**src/rtl/tx_packet_queue.sv**
```systemverilog
`default_nettype none
// ============================================================================
// Module   : tx_packet_queue
// Desc     : Packet queue in front of the serial Transmitter. It holds
//            {addr,data} entries and presents the oldest one on send/taddr/tdata.
//            Optional macro TXQ_OVERFLOW_FLAG_EN adds a sticky overflow output.
// Revision : 1.0  initial release
// ============================================================================
module tx_packet_queue #(
    parameter int DEPTH = 4,
    parameter int AW    = 2
) (
    input  logic          clock,
    input  logic          clear,
    input  logic          push,
    input  logic [1:0]    paddr,
    input  logic [3:0]    pdata,
    output logic          full,
    output logic          empty,
    output logic [AW:0]   count,
    input  logic          ready,
    output logic          send,
    output logic [1:0]    taddr,
    output logic [3:0]    tdata
`ifdef TXQ_OVERFLOW_FLAG_EN
    ,
    output logic          overflow
`endif
);

    localparam logic [AW:0] c_full_count = (AW+1)'(DEPTH);

    logic [5:0]    r_mem [DEPTH];
    logic [AW-1:0] r_wp;
    logic [AW-1:0] r_rp;
    logic [AW:0]   r_count;
    logic          w_do_push;
    logic          w_do_pop;

    assign full      = (r_count == c_full_count);
    assign empty     = (r_count == '0);
    assign count     = r_count;
    assign send      = ~empty;
    assign taddr     = r_mem[r_rp][5:4];
    assign tdata     = r_mem[r_rp][3:0];

    // full is the pre-edge value, so a push while full is refused even if a pop frees a slot.
    assign w_do_push = push & ~full & ~clear;
    assign w_do_pop  = send & ready & ~clear;

    always_ff @(posedge clock) begin
        if (w_do_push) begin
            r_mem[r_wp] <= {paddr, pdata};
        end
    end

    always_ff @(posedge clock) begin
        if (clear) begin
            r_wp    <= '0;
            r_rp    <= '0;
            r_count <= '0;
        end else begin
            if (w_do_push) begin
                r_wp <= r_wp + 1'b1;
            end
            if (w_do_pop) begin
                r_rp <= r_rp + 1'b1;
            end
            case ({w_do_push, w_do_pop})
                2'b10:   r_count <= r_count + 1'b1;
                2'b01:   r_count <= r_count - 1'b1;
                default: r_count <= r_count;
            endcase
        end
    end

`ifdef TXQ_OVERFLOW_FLAG_EN
    logic r_overflow;

    always_ff @(posedge clock) begin
        if (clear) begin
            r_overflow <= 1'b0;
        end else if (push & full) begin
            r_overflow <= 1'b1;
        end
    end

    assign overflow = r_overflow;
`endif

endmodule
`default_nettype wire

```
**config.mk**
```make
export PLATFORM = sky130hd
export DESIGN_NAME = tx_packet_queue
export DESIGN_NICKNAME = d
export VERILOG_FILES = /design/src/rtl/tx_packet_queue.sv
export SDC_FILE = /design/constraint.sdc
export NUM_CORES = 1
export LEC_CHECK = 0
export ABC_AREA = 1
export CORE_MARGIN = 10
export CORE_UTILIZATION = 35
export CTS_BUF_LIST = sky130_fd_sc_hd__clkbuf_4
export DETAILED_ROUTE_END_ITERATION = 16
export PLACE_DENSITY_LB_ADDON = 0.3
export SKIP_LAST_GASP = 1
export SYNTH_ARGS = -nofsm -noshare
export SYNTH_HDL_FRONTEND = slang
export SYNTH_SLANG_ARGS = --single-unit
```
**constraint.sdc**
```tcl
create_clock -name clock -period 1.81 [get_ports clock]
set_clock_uncertainty 0.1 [all_clocks]
set_input_delay 0.4525 -clock clock [delete_from_list [all_inputs] [get_ports clock]]
set_output_delay 0.4525 -clock clock [all_outputs]
set_load 0.005 [all_outputs]
```
==> results of run 1 <==
## power groups by stage
stage / logic (uW) / registers [uW] / clock network [uW]
after CTS: 335 / 876 / 687
after global placement: 332 / 885 / 0
after floorplan: 147 / 885 / 0
after detailed placement: 339 / 886 / 0
after global routing: 396 / 883 / 724
final: 357 / 877 / 676
## worst max-delay path: stages, from the launching register on
cell     delay (ns)
dfxtp_4        0.38
buf_6          0.10
buf_6          0.11
o21ai_2        0.05
o22ai_1        0.17
buf_2          0.14
## cell type report
cell class	instances	area (um2)	area share, %
clock buffers	5	37.5	1.91
multi-input cells	74	492	25.1
repair buffers	38	320	16.3
clock inverters	3	65.1	3.32
inverters	19	73.8	3.77
flip-flops and latches	33	912	46.5
well taps	48	60.1	3.06
## worst max-delay path by stage
| stage | end | slack, ns |
|---|---|---|
| global route | tdata[3] | -0.09 |
| finish | tdata[3] | -0.03 |
| global placement | count[2] | -0.39 |
| floorplan | count[2] | 0.006 |
| CTS | taddr[1] | -0.17 |
| detailed placement | count[2] | -0.48 |
## synth_stat cells
library cell | count | area [um2]
nand2_2 | 4 | 25.0
buf_2 | 1 | 5.00
nand3_2 | 1 | 10.0
buf_4 | 1 | 7.51
dfxtp_1 | 9 | 180
inv_1 | 17 | 63.8
nand3_1 | 2 | 10.0
nand2_1 | 9 | 33.8
o21ai_1 | 1 | 5.00
o22ai_1 | 6 | 37.5
nand4_1 | 1 | 6.26
fa_1 | 1 | 20.0
nor2_1 | 25 | 93.8
a21oi_1 | 4 | 20.0
nor2_2 | 1 | 6.26
o21ai_0 | 14 | 70.1
inv_2 | 2 | 7.51
edfxtp_1 | 24 | 721
ha_1 | 5 | 62.6
## flip-flops by register name, indices dropped and copies added (netlist names), named ones only
register  count
r_mem        24
count         3
r_rp          2
r_wp          2
## per-stage QoR
stage	setup TNS [ns]	total power [uW]	worst slack (ns)	hold slack, ns	area (um2)
finish	-0.0847	1910	-0.0287	0.440	1960
global route	-0.545	2000	-0.0890	0.522	1960
CTS	-0.364	1900	-0.167	0.439	1900
detailed placement	-2.78	1220	-0.481	0.426	1760
global placement	-2.38	1220	-0.393	0.413	1760
floorplan	0	1030	0.00572	0.395	1390
## what timing repair did
action / 4_1_cts / 5_1_grt
pin swaps: 9 / 15
endpoints found under the setup margin: 12 / 10
gates resized for setup: 54 / 24
cloned: 0 / 0
buffers inserted: 2 / 0
## cell families after synthesis
family	after synthesis
AND/OR/NAND/NOR	43
buffers and inverters	21
flip-flops	33
adder cells (fa/ha/maj)	6
AO/OA/AOI/OAI	25
## per-layer routing
metal | part of all wire [%] | vias to the layer above | global-route usage (%)
met5 | 0 | - | 0
met1 | 42 | 490 | 9.64
met4 | 2.5 | 0 | 4.62
li1 | - | 520 | -
met3 | 4.2 | 10 | 3.32
met2 | 51 | 21 | 12.8
==> results.yml, run 1 <==
floorplanning:
  die_h_um: 82.9
  initial_utilization_pct: 37.0
  die_x_um: 82.9
  rows: 22
  core_area_mm2: 0.00374
  die_area_mm2: 0.00687
  pin_count: 22
yosys:
  synth-simple-area-share_pct: 13.4
  syn-num-nets: 144
  synth_seq_cells: 33
  synth.lib_cells_used.distinct: 19
  synth_top_family_by_area: "simple AND/OR/NAND/NOR gates"
  yosysWarnings: 0
  netlist_instances: 128
  synth-seq-area-share_pct: 65.0
  synth-compound-area-share_pct: 9.58
  syn-cell-area_mm2: 0.00139
  synthAdderAreaFrac_pct: 5.96
  synthXorXnorAreaFrac_pct: 0
  synth_area_per_cell_um2: 10.8
  synthMuxAreaShare_pct: 0
clock_network:
  postCtsHoldBufs: 0
  cts_buffers: 5
  cts-root-buf: "clkbuf_4"
  cts.clk_slew.worst_paths_ns: 0.10
  clock_latency_ns: 0.33
  cts_htree_levels: 2
  cts.sinks: 33
  cts_tree: "built"
  cts_buffer_depth: 2
timing:
  slew_violations: 0
  tightestPinTransition_ns: 0.174
  fmax_ghz: 0.544
  fin_crit_sh_pct: 102
  rsz0062_at_grt: "yes"
  finalWorstPathRequiredPeriod_ns: 1.84
  fin_ws_ns: -0.0287
  hold_viol_final: 0
  setup_viol: 4
  max_slew_margin_pct: 88.3
placement:
  dp_cells: 211
  dp_hpwl_mm: 2.04
  routabilityCongestion: 0.771
  io_buffers: 21
hold_path:
  min-delay-start: "r_rp[1]"
  hold_depth: 4
  min_path_type: "flop to flop"
global_route:
  grt_antenna_before_repair: 0
  grt_max_degree: 13
  grt_pass1_wl_mm: 4.70
  first_global_vias: 1025
  grtUsageTotal_pct: 8.36
  grt_overflow: 0
pwr:
  swShare_pct: 24.2
  p_switching_uw: 463
  comb_power_share_pct: 18.7
  power_leakage_uw: 0.000822
  p_int_uw: 1450
  ir_worst_vdd_mv: 0.619
  powerDensity_mw_per_mm2: 974
  p_clk_share_pct: 35.4
  p_seq_share_pct: 45.9
critical_path:
  regToRegSetupSlack_ns: 0.06
  r2r_cells: 12
  path_max_fanout: 6
  worst_ep_arrival_time_ns: 1.29
  r2r-start: "count[0]"
  critPathCaptureType: "primary output"
  worst_ep_required_time_ns: 1.26
  worstSetupPathType: "flop to primary output"
  crit_path_start_kind: "flop"
  timing.rr.end: "count[2]"
final_layout:
  nets: 187
  utilization_pct: 52.4
  nFillCells: 352
  antenna_cells: 0
  synthToLayoutAreaGrowth_pct: 41.6
  final_cells: 220
  layout-drive-gt1-share_pct: 36.0
  final_common_cell: "edfxtp_1"
  final_cell_mix: "24 x edfxtp_1, 22 x nor2_1, 14 x buf_4"
run:
  drv_cap: 0
detailed_routing:
  vias: 1041
  route.detailed.drc: 0
  routed_wl_mm: 2.99
  post_drt_wl_per_cell_um: 13.6
  drt_iter0_markers: 64
  dr.pass1.iters: 4
  vias_per_cell: 4.73
  ant_nets: 0
status:
  violations: "setup timing"
  status: "complete, but fails checks"
(Power assumes the default switching activity.)
==> run 2: changes to the inputs <==
Settings changed: CORE_UTILIZATION 35 to 49, GPL_TIMING_DRIVEN from default to 1.
==> run 2 against run 1 <==
  * The run still ends with setup timing left
  * Highest routed layer unchanged
  * Clock-buffer cell count is 1 higher
  * Die area decreased by 22%
  * Sequential power about the same
  * Fmax is 0.10% higher
  * Sequential share of layout area grew 2.0 points
  * Critical endpoint is now count[2]
  * Non-clock buffer count grew 3
  * Largest power group unchanged
  * Global-route usage increased by 3.0 points
  * Clock power fell by 41%
  * Critical path type unchanged
==> results.yml, run 2 (synthesized netlist as in run 1, its figures left out) <==
floorplanning:
  rows: 19
  initial_utilization_pct: 50.7
  pin_count: 22
  die_h_um: 73.2
  die_x_um: 73.2
  core_area_mm2: 0.00273
  die_area_mm2: 0.00535
critical_path:
  worstSetupPathType: "flop to primary output"
  max_stage_delay_ns: 0.49
  r2r-start: "count[1]"
  crit_path_start_kind: "flop"
  timing.rr.end: "count[2]"
  worst_ep_required_time_ns: 1.26
  worst_ep_arrival_time_ns: 1.28
  regToRegSetupSlack_ns: -0.01
  path_max_fanout: 2
  r2r_cells: 13
  crit_path_cell_trace: "buf_4 > clkdlybuf4s50_1"
  cp_slowest_cell: "clkdlybuf4s50_1"
  critPathCaptureType: "primary output"
hold_path:
  min-delay-start: "r_rp[1]"
  hold_depth: 4
  min_path_type: "flop to flop"
global_route:
  first_global_vias: 1093
  grt_overflow: 0
  grt_pass1_wl_mm: 4.72
  grt_max_degree: 13
  grt_antenna_before_repair: 0
  grtUsageTotal_pct: 11.4
placement:
  routabilityCongestion: 0.789
  post-place-ws_ns: -0.477
  dp_cells: 191
  dp_hpwl_mm: 2.08
  io_buffers: 21
final_layout:
  largest_reg_flops: 24
  antenna_cells: 0
  nets: 190
  final_cells: 206
  final_cell_mix: "24 x edfxtp_1, 23 x nor2_1, 18 x buf_4"
  synthToLayoutAreaGrowth_pct: 36.0
  regMostFlops: "r_mem"
  final_common_cell: "edfxtp_1"
  layout-drive-gt1-share_pct: 35.4
timing:
  rsz0062_at_grt: "yes"
  tightestPinTransition_ns: 0.174
  hold_viol_final: 0
  fmax_ghz: 0.544
  fin_crit_sh_pct: 101
  fin_ws_ns: -0.0268
  slew_violations: 0
  setup_viol: 2
  finalWorstPathRequiredPeriod_ns: 1.84
  max_slew_margin_pct: 88.4
detailed_routing:
  routed_wl_mm: 2.96
  ant_nets: 0
  vias: 1034
  post_drt_wl_per_cell_um: 14.4
  vias_per_cell: 5.02
  route.detailed.drc: 0
  drt_iter0_markers: 74
  dr.pass1.iters: 4
pwr:
  powerDensity_mw_per_mm2: 862
  power_leakage_uw: 0.000779
  ir_worst_vdd_mv: 0.654
run:
  drv_cap: 0
clock_network:
  cts-root-buf: "clkbuf_4"
  cts_buffer_depth: 2
  cts_tree: "built"
  cts_buffers: 5
  cts.clk_slew.worst_paths_ns: 0.10
  clock_latency_ns: 0.33
  cts.sinks: 33
  cts_htree_levels: 2
status:
  status: "complete, but fails checks"
  violations: "setup timing"
[run 2: cell types whose count changed in the layout (fill, tap and decap cells not counted), sizes merged]
cell / previous run / this run
clkdlybuf4s15: 1 / 0
clkbuf: 6 / 7
bufinv: 2 / 0
clkdlybuf4s50: 6 / 8
buf: 22 / 25
dlymetal6s2s: 3 / 0
dlygate4sd2: 5 / 7
clkinv: 1 / 2
[run 2: metrics by stage]
stage	setup TNS, ns	instance area [um2]	util, %	total power (uW)	hold WS, ns
2_1_floorplan	0	1390	-	1030	0.395
3_5_place_dp	-3.20	1720	62.9	1220	0.434
4_1_cts	-0.121	1830	67.0	1620	0.448
6_report	-0.0345	1880	68.9	1620	0.436
3_3_place_gp	-2.31	1720	62.9	1210	0.419
5_1_grt	-0.181	1880	68.9	1710	0.484
[run 2: layout make-up]
cell class              count  area, um2
multi-input cells          74        468
well taps                  31       38.8
flip-flops and latches     33        915
repair buffers             41        329
fillers                   202        850
inverters                  19       78.8
clock buffers               6       45.0
clock inverters             2       10.0
[run 2: worst max-delay path by stage]
stage / cells after the start / start / end
finish: 2 / count[2] / count[2]
global route: 12 / count[1] / count[2]
detailed placement: 12 / clear / count[2]
floorplan: 11 / clear / count[2]
CTS: 4 / flop / tdata[0]
global placement: 12 / ready / count[2]
[run 2: what timing repair did]
action                                  in CTS  in global routing
pin swaps                                    5                 12
hold buffers                                 0                  0
gates resized for setup                     53                 19
endpoints found under the setup margin      13                  8
buffers inserted                             4                  4
[run 2: where the power goes]
part | total [uW] | internal [uW] | switching, uW
registers | 879 | 849 | 29.7
clock network | 401 | 163 | 239
logic | 344 | 169 | 175
[run 2: layer usage]
layer / vias to the layer above / GRT usage (%) / wire (um)
li1: 526 / - / -
met1: 485 / 11.7 / 1260
met2: 16 / 20.2 / 1540
met3: 7 / 3.40 / 106
met4: 0 / 6.12 / 51
met5: - / 0 / 0
[run 2: critical path: cells and delay by family, from the launching register on]
family | cells | cell delay, ns
buffers and inverters | 2 | 0.61
DFF | 1 | 0.35
